===== src/rtl/frame_scan_ctrl.sv =====
// rtl/frame_scan_ctrl.sv - frame loader and active-window raster scanner
// Streams a whole frame into the buffer, then reads back the active window row by row.
module frame_scan_ctrl #(
    parameter int FRAME_BYTES = 36300,
    parameter int HDR_BYTES   = 3330,
    parameter int ROW_STRIDE  = 330,
    parameter int ACT_W       = 300,
    parameter int ACT_H       = 100
) (
    input  logic        clk,
    input  logic        reset,
    input  logic        start,
    input  logic        in_valid,
    input  logic [7:0]  in_byte,
    output logic        in_ready,
    output logic        wr_en,
    output logic [15:0] wr_addr,
    output logic [7:0]  wr_data,
    input  logic        out_ready,
    output logic        rd_en,
    output logic [15:0] rd_addr,
    output logic        pix_valid,
    output logic [9:0]  px_cnt,
    output logic [9:0]  line_cnt,
    output logic        busy,
    output logic        load_done,
    output logic        scan_done
);

    typedef enum logic [1:0] {IDLE, LOAD, SCAN, DONE} state_t;

    localparam logic [15:0] LAST_BYTE = 16'(FRAME_BYTES - 1);
    localparam logic [15:0] HDR       = 16'(HDR_BYTES);
    localparam logic [15:0] STRIDE    = 16'(ROW_STRIDE);
    localparam logic [9:0]  LAST_PX   = 10'(ACT_W - 1);
    localparam logic [9:0]  LAST_LINE = 10'(ACT_H - 1);

    state_t      state_q, state_d;
    logic [15:0] load_cnt_q, load_cnt_d;
    logic [15:0] row_base_q, row_base_d;
    logic [9:0]  px_cnt_q, px_cnt_d;
    logic [9:0]  line_cnt_q, line_cnt_d;
    logic        pix_valid_q, pix_valid_d;
    logic        load_done_q, load_done_d;

    always_comb begin
        state_d     = state_q;
        load_cnt_d  = load_cnt_q;
        row_base_d  = row_base_q;
        px_cnt_d    = px_cnt_q;
        line_cnt_d  = line_cnt_q;
        load_done_d = 1'b0;
        in_ready    = 1'b0;
        wr_en       = 1'b0;
        wr_data     = 8'd0;
        rd_en       = 1'b0;

        case (state_q)
            IDLE: begin
                if (start) begin
                    state_d    = LOAD;
                    load_cnt_d = 16'd0;
                end
            end
            LOAD: begin
                in_ready = 1'b1;
                wr_en    = in_valid;
                wr_data  = in_byte;
                if (in_valid) begin
                    if (load_cnt_q == LAST_BYTE) begin
                        state_d     = SCAN;
                        load_cnt_d  = 16'd0;
                        load_done_d = 1'b1;
                        row_base_d  = HDR;
                        px_cnt_d    = 10'd0;
                        line_cnt_d  = 10'd0;
                    end else begin
                        load_cnt_d = load_cnt_q + 16'd1;
                    end
                end
            end
            SCAN: begin
                rd_en = out_ready;
                if (out_ready) begin
                    if (px_cnt_q == LAST_PX) begin
                        px_cnt_d = 10'd0;
                        if (line_cnt_q == LAST_LINE) begin
                            // Window exhausted: park counters so DONE/IDLE present zeros.
                            state_d    = DONE;
                            line_cnt_d = 10'd0;
                            row_base_d = 16'd0;
                        end else begin
                            line_cnt_d = line_cnt_q + 10'd1;
                            row_base_d = row_base_q + STRIDE;
                        end
                    end else begin
                        px_cnt_d = px_cnt_q + 10'd1;
                    end
                end
            end
            DONE: begin
                state_d    = IDLE;
                px_cnt_d   = 10'd0;
                line_cnt_d = 10'd0;
            end
            default: state_d = IDLE;
        endcase

        pix_valid_d = rd_en;
    end

    always_ff @(posedge clk) begin
        if (reset) begin
            state_q     <= IDLE;
            load_cnt_q  <= 16'd0;
            row_base_q  <= 16'd0;
            px_cnt_q    <= 10'd0;
            line_cnt_q  <= 10'd0;
            pix_valid_q <= 1'b0;
            load_done_q <= 1'b0;
        end else begin
            state_q     <= state_d;
            load_cnt_q  <= load_cnt_d;
            row_base_q  <= row_base_d;
            px_cnt_q    <= px_cnt_d;
            line_cnt_q  <= line_cnt_d;
            pix_valid_q <= pix_valid_d;
            load_done_q <= load_done_d;
        end
    end

    assign wr_addr   = load_cnt_q;
    assign rd_addr   = row_base_q + {6'd0, px_cnt_q};
    assign px_cnt    = px_cnt_q;
    assign line_cnt  = line_cnt_q;
    assign pix_valid = pix_valid_q;
    assign load_done = load_done_q;
    assign busy      = (state_q != IDLE);
    assign scan_done = (state_q == DONE);

endmodule


===== config.mk =====
export PLATFORM = sky130hd
export DESIGN_NAME = frame_scan_ctrl
export DESIGN_NICKNAME = d
export VERILOG_FILES = /design/src/rtl/frame_scan_ctrl.sv
export SDC_FILE = /design/constraint.sdc
export NUM_CORES = 1
export LEC_CHECK = 0
export CAP_MARGIN = 15
export CORE_MARGIN = 1.5
export CORE_UTILIZATION = 50
export CTS_BUF_LIST = sky130_fd_sc_hd__clkbuf_16
export CTS_CLUSTER_SIZE = 14
export DETAILED_ROUTE_END_ITERATION = 10
export GPL_TIMING_DRIVEN = 0
export PLACE_DENSITY = 0.8
export REMOVE_ABC_BUFFERS = 1
export SYNTH_ARGS = -nofsm -noshare
export SYNTH_HDL_FRONTEND = slang
export SYNTH_SLANG_ARGS = --single-unit

===== constraint.sdc =====
create_clock -name clk -period 7.8 [get_ports clk]
set_input_delay 1.17 -clock clk [delete_from_list [all_inputs] [get_ports clk]]
set_output_delay 1.17 -clock clk [all_outputs]
set_load 0.02 [all_outputs]

Yosys cells after proc, flatten, opt, wreduce, memory -nomap -nowiden:

Cells that the tools add are included.

* bits in registers: 56
* input bits: 13
* word-level logic and storage cells: 68

* $add $sub $neg: 5
* reductions and logical operators: 11
* mux-type cells: 31
* equal/unequal tests: 12
* bitwise gates (word level): 2

Operators by type and width (count)
* 16-bit two-way mux: 8
* 10-bit two-way mux: 7
* 16-bit one-hot mux with 2 select lines: 2
* 10-bit one-hot mux with 3 select lines: 2
* 10-bit by 1-bit adder with 10-bit output, second input constant: 2
* 16-bit by 1-bit adder with 16-bit output, second input constant: 1
* 16-bit by 10-bit adder with 16-bit output: 1
* 16-bit by 9-bit adder with 16-bit output, second input constant: 1
* 16-bit == test, second input constant: 1
* 2-bit two-way mux: 6
* 2-bit inequality test, second input constant: 6
* 10-bit by 7-bit == test with 1-bit output, second input constant: 1
* 10-bit by 9-bit == test with 1-bit output, second input constant: 1
* 5-bit AND reduction: 2
* 8-bit two-way mux: 1
* 2-bit one-hot mux with 4 select lines: 1
* 6-bit AND reduction: 1
* 2-bit nonzero test: 3
* 2-bit == test, second input constant: 2
* 1-bit two-way mux: 4
* 4-bit AND reduction: 1
* 3-bit AND reduction: 1
* 3-bit nonzero test: 1
* 3-bit OR reduction: 1
* other kinds (3): 4

Depth between registers and ports, before layout:

Gate-level depths: netlist of run 1.

* depth in word-level cells: 5
* mapped depth: 10

Least setup slack after synthesis of run 1:

Ideal clock, no wire load.

* kind: register -> output
* start point: register px_cnt_q[2] (netlist: px_cnt[2])
* end point: output port rd_addr[9]
* cell stages (with the launch flop): 7
* path buffers: 0
* required time: 6.630 ns
* setup slack: 4.699 ns
* data arrival time: 1.931 ns
* path through: dfxtp_1 > ha_1 > a21oi_1 > o21a_1 > o31a_1 > o21ai_0 > xor2_1

* longest elaborated chain between the ends: 1

Ends and longest elaborated chain
* from (decl): RTL line 41 `logic [9:0] px_cnt_q, px_cnt_d;`
* from (signal assigned): RTL line 125 `px_cnt_q <= px_cnt_d;`
* 16-bit by 10-bit adder with 16-bit output: RTL line 133 `assign rd_addr = row_base_q + {6'd0, px_cnt_q};`
* to (decl): RTL line 21 `output logic [15:0] rd_addr,`

No other way between the ends.

Final worst setup path of run 1:

* start point: register px_cnt_q[2] (netlist: px_cnt[2])
* end point: output port rd_addr[10]

The elaborated chain is that of the path after synthesis.

==> metrics.md, run 1 <==
| Metric | Value |
|---|---|
| Status | completed |
| Synth Register Bits | 55 |
| Overall routed net length | 8890 um |
| Sequential element share of the synthesized area | 31.3% |
| Worst endpoint data arrival time | 2.82 ns |
| Area grow syn2layout | 28.2% |
| Share of layout cells above drive strength 1 | 3.42% |
| Reg power frac | 31.4% |
| HPWL after DPL | 6490 um |
| Ranking of synthesized cells by area | dfxtp_1, ha_1, xor2_1 |
| Fraction of registers with async set/reset | 0% |
| Mean post-synth cell area | 8.21 um^2 |
| Critical Path Source Type | register |
| WL per Instance | 15.0 um |
| Clock latency on the worst-skew pair | 0.29 ns |
| Critical Path End Type | output pin |
| I/O Pins | 80 |
| Synth unique cells | 57 |
| Site Rows | 30 |
| Critical path type | reg -> out |
| H-tree depth | 2 |
| Worst slew pin tran | 1.15 ns |
| Maximum VDD drop | 0.172 mV |
| Clk buf depth | 2 |
| Net count reported at finish | 529 |
| Fmax achieved | 251 MHz |
| Initial core utilization | 51.8% |
| # diodes | 0 |
| CTS resizes | 0 |
| Clock Power Share | 22.7% |
| CTS root buffer | clkbuf_16 |
| Leak pwr | 1.67 nW |
| Clk sink count | 55 |
| Synth top area share | 31.3% |
| Hold buffers post-CTS | 0 |
| Detailed Routing Iterations Pass 1 | 5 |
| Max-Cap Viols | 0 |
| GPL Wtd Cong | 0.855 |
| Via density | 5.86 |
| Max-slew headroom | 23.0% |
| I/O Buffers | 79 |
| First-pass GRT wire length | 14800 um |
| Cell Area, Synth | 3520 um^2 |
| Final period utilization | 51.1% |
| CTS tree | yes |
| Pins over their slew limit | 0 |
| Postcts setup bufs | 0 |
| Switching Share | 41.0% |
| Comb pwr share | 45.8% |
| Ys flop type | dfxtp_1 |
| Total chip power | 1.10 mW |
| Post-synth EDFFs | 0 |
| Hold Path Class | reg -> reg |
| CORE AREA | 6790 um^2 |
| Worst Skew | 0.00617 ns |
| Width of the die | 86.9 um |
| Die height | 86.9 um |
| Clock Pin Slew Worst Setup and Hold Paths | 0.07 ns |
| Pwr dens | 243 nW/um^2 |
| WP data required | 6.63 ns |
| Final setup violation count | 0 |
| Cell Int Power | 0.648 mW |
| Setup TNS Final | 0 ns |
| Initial antenna violation count | 0 |
| # DRC | 0 |
| Die area | 7560 um^2 |
| Vias in the first global route | 3242 |
| Crit path time final | 3.99 ns |
| Hold Vio Cnt, Final | 0 |
| Yosys top cell by area | dfxtp_1 |
| RSZ-0062 raised after global routing | false |
| Synth Instances | 429 |
| Drt first-iter violations | 166 |
| CP max FO | 7 |
| Number of synthesis warnings | 0 |
| Largest net degree at the start of global routing | 29 |
| Routed Antenna Nets | 0 |
| Overflow after GRT | 0 |
| Overall Global Routing Usage | 24.0% |
| Num CTS Buffers | 5 |
| Total vias in the final route | 3477 |
| Switching power | 0.451 mW |
## layout by cell type, fill, tap and decap left out, types with 3 or more instances in the layout
cell              n
nand2b_1          5
nand4_1          10
a31oi_1           4
or3_1             6
dfxtp_1          55
nor4_1            7
nor2_1           42
inv_1            17
and2_1           12
ha_1             19
clkbuf_16         5
o21bai_1          3
nor2b_1           8
mux2i_1           5
o21ai_0          16
o21a_1            4
a21oi_1          28
a211oi_1          5
nor3_1           10
nor3b_1           3
o31ai_1           8
xnor2_1          12
and3_1           14
or4_1             7
nor4b_1           3
xor2_1           23
a21o_1            6
clkdlybuf4s50_1  79
nand3_1          28
nand2_1          21
## final timing paths
check	startpoint	end	slack, ns	cells past startpoint
worst max-delay path	px_cnt[2]	rd_addr[10]	3.81	7
worst min-delay path	line_cnt[1]	line_cnt[1]	0.50	2
worst max register to register	wr_addr[0]	line_cnt[8]	4.18	6
worst min register to register	line_cnt[1]	line_cnt[1]	0.50	2
## worst max-delay path, stage by stage (launching register included)
cell             delay (ns)
dfxtp_1                0.48
ha_1                   0.33
a211o_1                0.31
a211oi_1               0.30
o21ai_0                0.16
a21oi_1                0.19
xnor2_1                0.13
clkdlybuf4s50_1        0.62
## cells by family (layout without fill, tap and decap cells)
kind of cell | after synthesis | count (layout) | synth area share (%)
xor+xnor | 35 | 35 | 8.70
mux | 6 | 6 | 1.74
buf+inv | 34 | 102 | 3.87
compound gates | 92 | 92 | 17.7
simple gates | 188 | 188 | 30.0
flops | 55 | 55 | 31.3
fa+ha+maj | 19 | 19 | 6.75
## stage by stage
step / worst slack (ns) / cell area (um^2) / std cells / utilization, % / hold slack (ns)
2_1_floorplan: 4.60 / 3450 / 411 / - / 0.464
4_1_cts: 3.83 / 4520 / 593 / 66.5 / 0.492
5_1_grt: 3.66 / 4520 / 593 / 66.5 / 0.504
3_3_place_gp: 4.08 / 4360 / 586 / 64.1 / 0.476
3_5_place_dp: 4.10 / 4360 / 586 / 64.1 / 0.482
6_report: 3.81 / 4520 / 593 / 66.5 / 0.496
## Yosys cell counts, types with 3 or more instances
master    number
clkbuf_1      11
nand3_1       28
nor4_1         7
nor3_1        10
a211oi_1       5
nor2b_1        8
nand4_1       10
nand2_1       21
nor2_1        42
xnor2_1       12
buf_2          4
nand2b_1       5
o21ai_0       16
and3_1        14
a31oi_1        4
and2_1        12
a21oi_1       28
ha_1          19
o21bai_1       3
a21o_1         6
inv_1         16
o31ai_1        8
or3_1          6
or4_1          7
nor3b_1        3
xor2_1        23
dfxtp_1       55
o21a_1         4
mux2i_1        5
nor4b_1        3
## power groups by stage
| stage | clock network, mW | logic [mW] | registers, mW |
|---|---|---|---|
| after floorplan | 0 | 0.326 | 0.349 |
| after global placement | 0 | 0.482 | 0.348 |
| after detailed placement | 0 | 0.496 | 0.351 |
| after CTS | 0.250 | 0.501 | 0.345 |
| after global routing | 0.259 | 0.545 | 0.351 |
| final | 0.250 | 0.503 | 0.346 |
## state kept, by name (all words and copies together), names as in the netlist
register,flops
wr_addr,16
row_base_q,15
line_cnt,10
px_cnt,10
state_q,2
load_done,1
pix_valid,1
## cell type report
type	instances	area [um^2]
Multi-Input combinational cell	340	2280
Fill cell	564	2280
Sequential cell	55	1100
Timing Repair Buffer	79	791
Clock buffer	5	125
Tap cell	96	120
Inverter	16	60.1
Clock inverter	2	33.8
## routing by layer
metal	global-route usage (%)	vias up	wire, um
met5	0	-	0
met4	5.72	0	121
met3	3.41	14	433
met1	30.6	1657	3950
li1	-	1698	-
met2	42.6	108	4380
(Power assumes the default switching activity.)
==> run 2, diff against run 1 <==
==> constraint.sdc (replaced) <==
create_clock -name clk -period 3.7 [get_ports clk]
set_input_delay 0.555 -clock clk [delete_from_list [all_inputs] [get_ports clk]]
set_output_delay 0.555 -clock clk [all_outputs]
set_load 0.02 [all_outputs]
==> run 2 against run 1 <==
  * Clock skew decreased by 0.00058 ns
  * Via count decreased by 0.52%
  * Clock power is 110% higher
  * Count of clock-buffer cells in the layout unchanged
  * Largest power group unchanged
==> metrics.md, run 2 (synthesis gave the netlist of run 1 again) <==
| Metric | Value |
|---|---|
| Overall Global Routing Usage | 24.0% (unchanged) |
| Setup TNS Final | 0 ns (unchanged) |
| Worst slew pin tran | 1.01 ns (-0.144 ns) |
| RSZ-0062 raised after global routing | false |
| CTS root buffer | clkbuf_16 |
| Fmax achieved | 296 MHz |
| Initial core utilization | 51.8% (unchanged) |
| # DRC | 0 (unchanged) |
| Worst Skew | 0.00559 ns (-0.000580 ns) |
| Final setup violation count | 0 (unchanged) |
| Cell Int Power | 1.40 mW (+120%) |
| Hold buffers post-CTS | 0 (unchanged) |
| GPL Wtd Cong | 0.855 (unchanged) |
| Finished Cell Area | 4560 um^2 (+1.0%) |
| Width of the die | 86.9 um (unchanged) |
| Total chip power | 2.36 mW (+110%) |
| Most frequent cells in the layout | clkdlybuf4s50_1, dfxtp_1, nor2_1 |
| Critical Path End Type | output pin |
| Largest net degree at the start of global routing | 29 (unchanged) |
| Routed Antenna Nets | 0 (unchanged) |
| Max-slew headroom | 32.2% (+9.2 points) |
| HPWL after DPL | 6490 um (unchanged) |
| CP max FO | 7 (unchanged) |
| Commonest non-fill, non-tap cell in the layout | clkdlybuf4s50_1 |
| Max-Cap Viols | 0 (unchanged) |
| Hold WS | 0.488 ns (-0.00731 ns) |
| Comb pwr share | 46.7% (+0.9 points) |
| Post-Place Cells | 586 (unchanged) |
| H-tree depth | 2 (unchanged) |
| Vias in the first global route | 3242 (unchanged) |
| WP data required | 3.14 ns (-3.49 ns) |
| First-pass GRT wire length | 14800 um (unchanged) |
| Pwr dens | 517 nW/um^2 (+110%) |
| Share of layout cells above drive strength 1 | 4.57% (+1.2 points) |
| Reg power frac | 30.9% (-0.5 points) |
| I/O Pins | 80 (unchanged) |
| Pins over their slew limit | 0 (unchanged) |
| Area grow syn2layout | 29.5% |
| Critical Path Source Type | register |
| Die height | 86.9 um (unchanged) |
| Detailed Routing Iterations Pass 1 | 4 (-1) |
| Total vias in the final route | 3459 (-0.52%) |
| Drt first-iter violations | 171 (+3.0%) |
| Switching power | 0.956 mW (+110%) |
| Initial antenna violation count | 0 (unchanged) |
| Crit path time final | 3.38 ns |
| Overall routed net length | 8870 um (-0.26%) |
| Clock Pin Slew Worst Setup and Hold Paths | 0.07 ns (about the same) |
| Worst endpoint data arrival time | 2.82 ns (about the same) |
| Die area | 7560 um^2 (unchanged) |
| Post-route insts no fill | 599 (+1.0%) |
| Leak pwr | 1.70 nW (+1.6%) |
| WL per Instance | 14.8 um (-1.3%) |
| Site Rows | 30 (unchanged) |
| I/O Buffers | 79 (unchanged) |
| Clk buf depth | 2 (unchanged) |
| Status | completed |
| Overflow after GRT | 0 (unchanged) |
| CORE AREA | 6790 um^2 (unchanged) |
| Hold Path Class | reg -> reg |
| Clk sink count | 55 (unchanged) |
| DP Area | 4360 um^2 (unchanged) |
| CTS tree | yes |
| Net count reported at finish | 535 (+1.1%) |
| Clock Power Share | 22.4% (-0.3 points) |
| Max FFs per register | 16 (unchanged) |
| # diodes | 0 (unchanged) |
| Maximum VDD drop | 0.371 mV (+120%) |
| Final period utilization | 91.3% |
| Hold Vio Cnt, Final | 0 (unchanged) |
| Via density | 5.77 (-1.5%) |
| Switching Share | 40.6% (-0.45 points) |
| Critical path type | reg -> out |
| Num CTS Buffers | 5 (unchanged) |
| Clock latency on the worst-skew pair | 0.29 ns (about the same) |
run 2: cell count changes in the layout (fill, tap and decap cells not counted):
cell   delta
buf_4     +6
run 2: final timing paths:
check | startpoint | cells past startpoint | end | slack, ns
max | px_cnt[2] | 7 | rd_addr[10] | 0.32
min | row_base_q[15] | 2 | row_base_q[15] | 0.49
max reg2reg | state_q[1] | 7 | wr_addr[7] | 0.62
min reg2reg | row_base_q[15] | 2 | row_base_q[15] | 0.49
run 2: what timing repair did:
action,in CTS,in global routing
setup buffers,0,6
setup endpoints to repair,0,6
resized for setup,0,0
run 2: stage by stage:
step | util (%) | setup WS (ns)
detailed placement | 64.1 | 0.0853
global placement | 64.1 | 0.157
floorplan | - | 0.504
CTS | 66.5 | 0.0697
finish | 67.1 | 0.320
global route | 67.1 | 0.180
run 2: final cells by class:
| class | count | area (um^2) |
|---|---|---|
| clock buffer | 5 | 125 |
| inverter | 16 | 60.1 |
| multi-input combinational | 340 | 2280 |
| tap | 96 | 120 |
| fill | 555 | 2230 |
| clock inverter | 2 | 33.8 |
| timing repair buffer | 85 | 836 |
| sequential | 55 | 1100 |
run 2: power groups by stage:
| stage | combinational, mW | clock (mW) | sequential, mW |
|---|---|---|---|
| final | 1.10 | 0.527 | 0.728 |
| after global routing | 1.19 | 0.545 | 0.739 |
| after CTS | 1.06 | 0.526 | 0.727 |
| after detailed placement | 1.05 | 0 | 0.740 |
| after global placement | 1.02 | 0 | 0.734 |
| after floorplan | 0.688 | 0 | 0.736 |
run 2: metal layers:
| metal | vias to the layer above | GRT usage [%] | routed length (um) |
|---|---|---|---|
| li1 | 1709 | - | - |
| met5 | - | 0 | 0 |
| met4 | 0 | 5.72 | 111 |
| met1 | 1663 | 30.6 | 4020 |
| met3 | 10 | 3.41 | 316 |
| met2 | 77 | 42.6 | 4420 |
run 2: critical path, cell delays in order, from the launching register on:
cell and delay, ns:
dfxtp_1 0.49, ha_1 0.33, a211o_1 0.31, a211oi_1 0.30
o21ai_0 0.16, a21oi_1 0.19, xnor2_1 0.13, clkdlybuf4s50_1 0.62
